[src/rtl/axis_status_sink.sv]
// AXI-stream status sink: rate-limited acceptance of a status word, with a
// saturating beat counter and a change-detect pulse.
module axis_status_sink #(
  parameter int AXIS_TDATA_WIDTH = 32,
  parameter int CNTR_WIDTH       = 32
) (
  input  logic                        aclk,
  input  logic                        areset,
  input  logic                        cfg_hold,
  input  logic [CNTR_WIDTH-1:0]       cfg_rate,
  input  logic [AXIS_TDATA_WIDTH-1:0] s_axis_tdata,
  input  logic                        s_axis_tvalid,
  output logic                        s_axis_tready,
  output logic [AXIS_TDATA_WIDTH-1:0] sts_data,
  output logic [CNTR_WIDTH-1:0]       sts_count,
  output logic                        sts_changed
);

  // state | meaning
  // WAIT  | idle gap after a beat (or after reset/hold), counting up to cfg_rate
  // READY | tready high, waiting for a beat
  // HOLD  | frozen by cfg_hold, nothing accepted
  typedef enum logic [1:0] {
    WAIT  = 2'd0,
    READY = 2'd1,
    HOLD  = 2'd2
  } state_t;

  localparam logic [CNTR_WIDTH-1:0] CNT_ZERO = '0;
  localparam logic [CNTR_WIDTH-1:0] CNT_ONE  = {{(CNTR_WIDTH-1){1'b0}}, 1'b1};

  state_t                state;
  state_t                next_state;
  logic [CNTR_WIDTH-1:0] cntr;
  logic [CNTR_WIDTH-1:0] next_cntr;
  logic                  accept;

  assign s_axis_tready = (state == READY);
  assign accept        = s_axis_tvalid & s_axis_tready;

  always_ff @(posedge aclk) begin
    if (areset) begin
      state <= WAIT;
      cntr  <= CNT_ZERO;
    end else begin
      state <= next_state;
      cntr  <= next_cntr;
    end
  end

  always_comb begin
    next_state = state;
    next_cntr  = cntr;
    case (state)
      WAIT: begin
        // >= rather than == so a lowered cfg_rate releases the gap at once
        if (cfg_hold) begin
          next_state = HOLD;
        end else if (cntr >= cfg_rate) begin
          next_state = READY;
        end else begin
          next_cntr = cntr + CNT_ONE;
        end
      end
      READY: begin
        if (cfg_hold) begin
          next_state = HOLD;
        end else if (accept && (cfg_rate != CNT_ZERO)) begin
          next_state = WAIT;
          next_cntr  = CNT_ONE;
        end
      end
      HOLD: begin
        if (!cfg_hold) begin
          next_state = WAIT;
          next_cntr  = CNT_ZERO;
        end
      end
      default: begin
        next_state = WAIT;
        next_cntr  = CNT_ZERO;
      end
    endcase
  end

  always_ff @(posedge aclk) begin
    if (areset) begin
      sts_data    <= '0;
      sts_count   <= '0;
      sts_changed <= 1'b0;
    end else if (accept) begin
      sts_data    <= s_axis_tdata;
      sts_changed <= (s_axis_tdata != sts_data);
      if (sts_count != {CNTR_WIDTH{1'b1}}) begin
        sts_count <= sts_count + CNT_ONE;
      end
    end else begin
      sts_changed <= 1'b0;
    end
  end

endmodule

[config.mk]
export PLATFORM = sky130hd
export DESIGN_NAME = axis_status_sink
export DESIGN_NICKNAME = d
export VERILOG_FILES = /design/src/rtl/axis_status_sink.sv
export SDC_FILE = /design/constraint.sdc
export NUM_CORES = 1
export LEC_CHECK = 0
export ABC_AREA = 0
export BUFFER_PORTS_ARGS = -buffer_cell sky130_fd_sc_hd__buf_2
export CORE_UTILIZATION = 54
export DETAILED_ROUTE_END_ITERATION = 12
export GPL_TIMING_DRIVEN = 1
export MAX_ROUTING_LAYER = met4
export PLACE_DENSITY = 0.84
export SYNTH_ARGS = -nofsm -noshare
export SYNTH_HDL_FRONTEND = slang
export SYNTH_SLANG_ARGS = --single-unit
export TNS_END_PERCENT = 10
[constraint.sdc]
create_clock -name aclk -period 3.9 [get_ports aclk]
set_input_delay 0.78 -clock aclk [delete_from_list [all_inputs] [get_ports aclk]]
set_output_delay 0.78 -clock aclk [all_outputs]
set_load 0.005 [all_outputs]
==> results of run 1 <==
## per-layer routing
metal / global-route usage / share of wire / vias to the layer above
met1: 0.3404 / 0.43 / 2606
met4: 0.1122 / 0.030 / 0
met2: 0.4748 / 0.48 / 210
met3: 0.05326 / 0.059 / 37
met5: - / 0 / -
li1: - / - / 2771
## stage by stage
step / utilization / hold WS, ns / total power [mW]
after global routing: 0.6646 / 0.5027 / 1.936
after global placement: 0.6441 / 0.4658 / 1.197
after detailed placement: 0.6441 / 0.4722 / 1.202
after floorplan: - / 0.4423 / 1.127
after CTS: 0.6644 / 0.4858 / 1.871
final: 0.6646 / 0.4828 / 1.855
## final timing paths
path                        to  slack [ns]  cells after the start
setup / recovery      cntr[20]        0.75                      9
hold reg to reg   sts_data[29]        0.48                      2
hold / removal    sts_data[29]        0.48                      2
setup reg to reg      cntr[20]        0.78                      9
## logic make-up after synthesis
group / Yosys count
mux: 2
xor+xnor: 59
buf+inv: 79
flops: 99
simple gates: 286
fa+ha+maj: 34
compound gates: 146
## synth_stat cells, drive strengths merged (5+ instances only)
cell,instances
inv,49
o311ai,7
a21o,7
xnor2,45
nand2,108
buf,6
or3,5
and3,22
o21ai,23
nor3,13
xor2,14
a31oi,18
nor4,15
nand3,20
a21oi,51
clkbuf,24
and4,10
dfxtp,99
ha,34
o41ai,6
or4,5
nor2,45
nand4,28
## flip-flops by register name, indices dropped and copies added, names as in the netlist
register / count
state: 2
sts_count: 32
sts_data: 32
sts_changed: 1
cntr: 32
## layout make-up
cell class / count / area [sq um] / share of cell area
multi-input combinational: 527 / 3332 / 0.5059
sequential: 99 / 1982 / 0.3009
timing repair buffer: 140 / 718.2 / 0.1090
inverter: 49 / 183.9 / 0.02793
tap: 133 / 166.4 / 0.02527
clock buffer: 10 / 127.6 / 0.01938
clock inverter: 6 / 73.82 / 0.01121
antenna: 1 / 2.502 / 0.0003799
## critical path, cell delays in order
cell	delay [ns]
buf_2	0.11
ha_1	0.27
nand2b_1	0.14
a2111o_1	0.40
a311oi_1	0.36
a31o_2	0.36
nand3_1	0.34
or4_1	0.60
nand3_1	0.09
## power by group through the flow
stage | Clock (mW) | Sequential, mW | Combinational, mW
after CTS | 0.691 | 1.02 | 0.156
after global placement | 0 | 1.05 | 0.150
after global routing | 0.736 | 1.02 | 0.175
final | 0.674 | 1.02 | 0.158
after detailed placement | 0 | 1.05 | 0.155
after floorplan | 0 | 1.04 | 0.0838
==> impl_metrics.ini, run 1 <==
[outcome]
run_status = completed

[routing]
drt_wl_total_microns = 14880
ant_nets = 0
vias = 5624
routed_via_density = 5.828
drt-initial-drc-count = 320
post_drt_wl_per_cell_microns = 15.42
firstDrtPassIters = 5
route.detailed.drc = 0

[synth]
ys_dominant_reg_cell = dfxtp_1
avgSynthCellArea_sq_um = 7.967
synth_nets = 807
yosysSeqAreaShare = 0.3529
synthMuxAreaShare = 0.003787
syn_area_sq_um = 5617
yosysTopAreaCell = dfxtp_1
synthSimpleGateAreaFrac = 0.2542
synth_top_family_by_area = simple AND/OR/NAND/NOR gates
synth_compound_area_frac = 0.1675
ys_seq_elements = 99
synth_edf_count = 0
yosys.area_share.xor_xnor = 0.09200
yosys.area_share.adder = 0.07574
synth.top_cells.by_area = dfxtp_1, ha_1, nand2_1
synthArstFlopShare = 0
yosys_warnings = 0
synthCells = 705
synth_top_area_frac = 0.3529
synth_cell_types = 58

[pwr]
swShare = 0.2520
pwr-share-clk = 0.363
pwr-share-seq = 0.552
powerDensity_nw_per_um2 = 281.6
p_leak_nw = 2.860
ir_drop_mv = 0.2057
p_sw_mw = 0.4673
power.internal_mw = 1.387
combPwrFrac = 0.085

[timing]
fmax_mhz = 317.5
period_share = 0.8076
setup_viol = 0
min_period_ns = 3.149
maxSlewHeadroom = 0.4814
setup_tns_ns = 0
rsz0062_at_grt = false
clock_skew_ns = 0.01212
hold_viol_final = 0
slew_violations = 0
worst_pin_slew_ns = 0.7720
postLayoutSetupSlackWorst_ns = 0.7505

[floorplanning]
fp.dieW_microns = 104.0
rows = 36
core-area_sq_um = 9910
initial_core_util = 0.5668
die_area_sq_um = 10810
die_y_microns = 104.0
io_pins = 134

[place]
placedCellCount = 948
place.gp.congestion = 0.8931
postPlaceCellArea_sq_um = 6382
place.port_buffers = 133
dpl.hpwl_microns = 11280
dpl_worst_slack_ns = 0.4364

[worst_hold_path]
hold_start = sts_data[29]
hold_class = register to register

[grt]
grt_first_pass_wirelength_microns = 24700
antenna_found_initial = 1
grt_remaining_overflow = 0
grt_pass1_vias = 5313
grt_start_max_net_pins = 49
grt_use_total = 0.2851

[clock_tree]
htree_num_levels = 3
clock-root-buffer = clkbuf_8
cts_buffer_depth = 2
postCtsSetupBuffers = 0
clkTransAtPathRegs_ns = 0.10
cts_hold_buf = 0
cts_buffers = 9
clk_latency_ns = 0.36
cts_sinks = 99
cts_resized = 0
cts_tree = built

[worst_setup_path]
start_kind = input port
r2r-start = cntr[0]
critPathCaptureType = register
path_max_fanout = 11
crit_required_ns = 4.20
crit_start = cfg_rate[0]
worstPathArrival_ns = 3.45
crit_type = input port to register

[job]
drv_cap = 0

[final_layout]
instances_no_fill = 965
drive_gt1_frac = 0.1998
final_cell_mix = buf_2, nand2_1, dfxtp_1
design_area_sq_um = 6586
fillers = 875
area_growth_pct = 17.26
final_common_cell = buf_2
nNetsFinal = 928
Power figures use the tool's default switching activity.
==> run 2, diff against run 1 <==
--- a/config.mk
+++ b/config.mk
@@ -5,13 +5,13 @@
 export SDC_FILE = /design/constraint.sdc
 export NUM_CORES = 1
 export LEC_CHECK = 0
-export ABC_AREA = 0
+export ABC_AREA = 1
 export BUFFER_PORTS_ARGS = -buffer_cell sky130_fd_sc_hd__buf_2
-export CORE_UTILIZATION = 54
+export CORE_UTILIZATION = 56
 export DETAILED_ROUTE_END_ITERATION = 12
 export GPL_TIMING_DRIVEN = 1
 export MAX_ROUTING_LAYER = met4
-export PLACE_DENSITY = 0.84
+export PLACE_DENSITY = 0.85
 export SYNTH_ARGS = -nofsm -noshare
 export SYNTH_HDL_FRONTEND = slang
 export SYNTH_SLANG_ARGS = --single-unit
==> constraint.sdc (replaced) <==
create_clock -name aclk -period 3.05 [get_ports aclk]
set_input_delay 0.61 -clock aclk [delete_from_list [all_inputs] [get_ports aclk]]
set_output_delay 0.61 -clock aclk [all_outputs]
set_load 0.005 [all_outputs]
==> run 2 against run 1 <==
Hold slack gained 0.0016 ns. Non-clock buffer count grew 3. Cell count grew 36%. Sequential share of layout area shrank 4.3 points. Critical endpoint is now cntr[10]. Sequential power grew 44%. Clock power grew 81%. Clock-buffer cell count shrank 1. First-iteration DRC count grew 94%. Cell area grew 17%.
==> impl_metrics.ini, run 2 <==
[outcome]
run_status = completed

[worst_setup_path]
crit_chain = ha_1 -> nand2_1 -> nor2_1 -> nand2_1 -> a21oi_1 -> nor2_1 -> nand2_1 -> nand2_1 -> nand2_1 -> nand2_1 -> nand2_1 -> nor2_1
start_kind = register
worstPathArrival_ns = 2.43
crit_top_cell = nand2_1
path_max_fanout = 12
critPathCaptureType = register
crit_required_ns = 3.31
crit_type = register to register
ff2ff_setup_slack_ns = 0.88
slowest_delay_ns = 0.39
crit_path_top_delay_cell = dfxtp_1

[clock_tree]
cts_buffer_depth = 2
cts_sinks = 99
clkTransAtPathRegs_ns = 0.08
cts_hold_buf = 0
htree_num_levels = 3
postCtsSetupBuffers = 0
cts_tree = built
cts_buffers = 9
clk_latency_ns = 0.37
clock-root-buffer = clkbuf_16
cts_resized = 0

[grt]
grt_start_max_net_pins = 57
grt_first_pass_wirelength_microns = 30730
top_usage_layer = met2
grt_use_met3 = 0.06342
met2_usage = 0.4911
antenna_found_initial = 0
grt_pass1_vias = 6587
grt_use_total = 0.3150
use_met1 = 0.4232
grt_remaining_overflow = 0

[timing]
worst_pin_slew_ns = 0.7058
setup_viol = 0
hold_viol_final = 0
fmax_mhz = 460.2
maxSlewHeadroom = 0.5289
clock_skew_ns = 0.007104
rsz0062_at_grt = false
period_share = 0.7125
postLayoutSetupSlackWorst_ns = 0.8768
min_period_ns = 2.173
slew_violations = 0
setup_tns_ns = 0

[routing]
routed_via_density = 5.470
vias = 7198
post_drt_wl_per_cell_microns = 13.84
drt-initial-drc-count = 621
drt_wl_total_microns = 18210
ant_nets = 0
route.detailed.drc = 0
firstDrtPassIters = 5

[synth]
synthMuxAreaShare = 0
synth_compound_area_frac = 0.1175
synth_top_family_by_area = simple AND/OR/NAND/NOR gates
ys_seq_elements = 99
yosysSeqAreaShare = 0.2996
yosysTopAreaCell = dfxtp_1
synth_cell_types = 32
avgSynthCellArea_sq_um = 6.300
synthTopCellsByCount = nand2_1, inv_1, nor2_1
syn_area_sq_um = 6615
synth_edf_count = 0
yosys.area_share.adder = 0.06431
synthCells = 1050
synthArstFlopShare = 0
synthSimpleGateAreaFrac = 0.3730
synth.most_common_cell = nand2_1
yosys.area_share.xor_xnor = 0.05693
synth.top_cells.by_area = dfxtp_1, nand2_1, a21oi_1
synth_nets = 1152
yosys_warnings = 0
synth_top_area_frac = 0.2996
ys_dominant_reg_cell = dfxtp_1

[final_layout]
final_common_cell = nand2_1
final_cell_mix = nand2_1, buf_2, inv_1
fillers = 1063
drive_gt1_frac = 0.1552
nNetsFinal = 1270
n_antenna_cell = 0
area_growth_pct = 16.36
largest_registers = cntr x32, sts_count x32, sts_data x32
design_area_sq_um = 7697

[place]
place.port_buffers = 133
dpl.hpwl_microns = 13490
dpl_worst_slack_ns = 0.5108
place.gp.congestion = 0.9446
postPlaceCellArea_sq_um = 7390

[floorplanning]
initial_core_util = 0.5769
die_area_sq_um = 12250
io_pins = 134
core-area_sq_um = 11470
fp.dieW_microns = 110.7
rows = 39
die_y_microns = 110.7

[pwr]
powerDensity_nw_per_um2 = 430.3
ir_drop_mv = 0.5167
p_leak_nw = 3.483

[job]
drv_cap = 0

[worst_hold_path]
hold_class = register to register
-- run 2: changes by cell type in the layout (fill, tap and decap cells not counted), moves of 10 or more --
cell | before | now
and4_1 | 10 | 0
inv_1 | 49 | 114
and3_1 | 22 | 1
or2_2 | 2 | 14
nor4_1 | 15 | 5
nand2_1 | 108 | 280
nor3_1 | 12 | 39
nor2_1 | 44 | 113
o21ai_0 | 22 | 33
xnor2_1 | 45 | 22
a21oi_1 | 51 | 103
a31oi_1 | 18 | 1
nand3_1 | 20 | 76
-- run 2: where the power goes --
group / internal [mW] / leakage (nW) / switching (mW)
Clock: 0.651 / 0.150 / 0.565
Sequential: 1.36 / 0.806 / 0.107
Combinational: 0.256 / 2.53 / 0.370
Total: 2.27 / 3.48 / 1.04
-- run 2: area by class of cell --
cell class,count,area (sq um),area share
clock buffers,9,225.2,0.02926
multi-input cells,798,4049,0.5260
inverters,117,439.2,0.05705
well taps,143,178.9,0.02324
clock inverters,7,82.58,0.01073
repair buffers,143,740.7,0.09623
flip-flops and latches,99,1982,0.2575
-- run 2: routing by layer --
metal | part of all wire | wire (microns)
met4 | 0.0087 | 159
met2 | 0.45 | 8182
met3 | 0.083 | 1509
met5 | 0 | 0
met1 | 0.46 | 8361
-- run 2: final timing paths --
path	startpoint	to	depth (start not counted)
worst max register to register	cntr[23]	cntr[10]	12
worst min register to register	sts_data[17]	sts_data[17]	2
worst min-delay path	sts_data[17]	sts_data[17]	2
worst max-delay path	cntr[23]	cntr[10]	12
-- run 2: stage by stage --
stage / std cells / hold slack (ns) / power, mW / utilization
6_report: 1316 / 0.4844 / 3.312 / 0.6712
5_1_grt: 1316 / 0.4991 / 3.496 / 0.6712
4_1_cts: 1316 / 0.4854 / 3.320 / 0.6712
3_5_place_dp: 1300 / 0.4735 / 2.117 / 0.6444
3_3_place_gp: 1300 / 0.4639 / 2.100 / 0.6444
2_1_floorplan: 1050 / 0.4635 / 1.923 / -
-- run 2: critical path: cells and delay by family (launching register included) --
kind / cells / cell delay [ns]
compound gates: 1 / 0.16
fa+ha+maj: 1 / 0.33
simple gates: 10 / 1.20
flops: 1 / 0.39
-- run 2: cells by family (layout without fill, tap and decap cells) --
logic type | after synthesis | in the layout
AND/OR/NAND/NOR | 573 | 573
buffers and inverters | 153 | 276
AO/OA/AOI/OAI | 148 | 148
flip-flops | 99 | 99
XOR/XNOR | 43 | 43
adder cells (fa/ha/maj) | 34 | 34
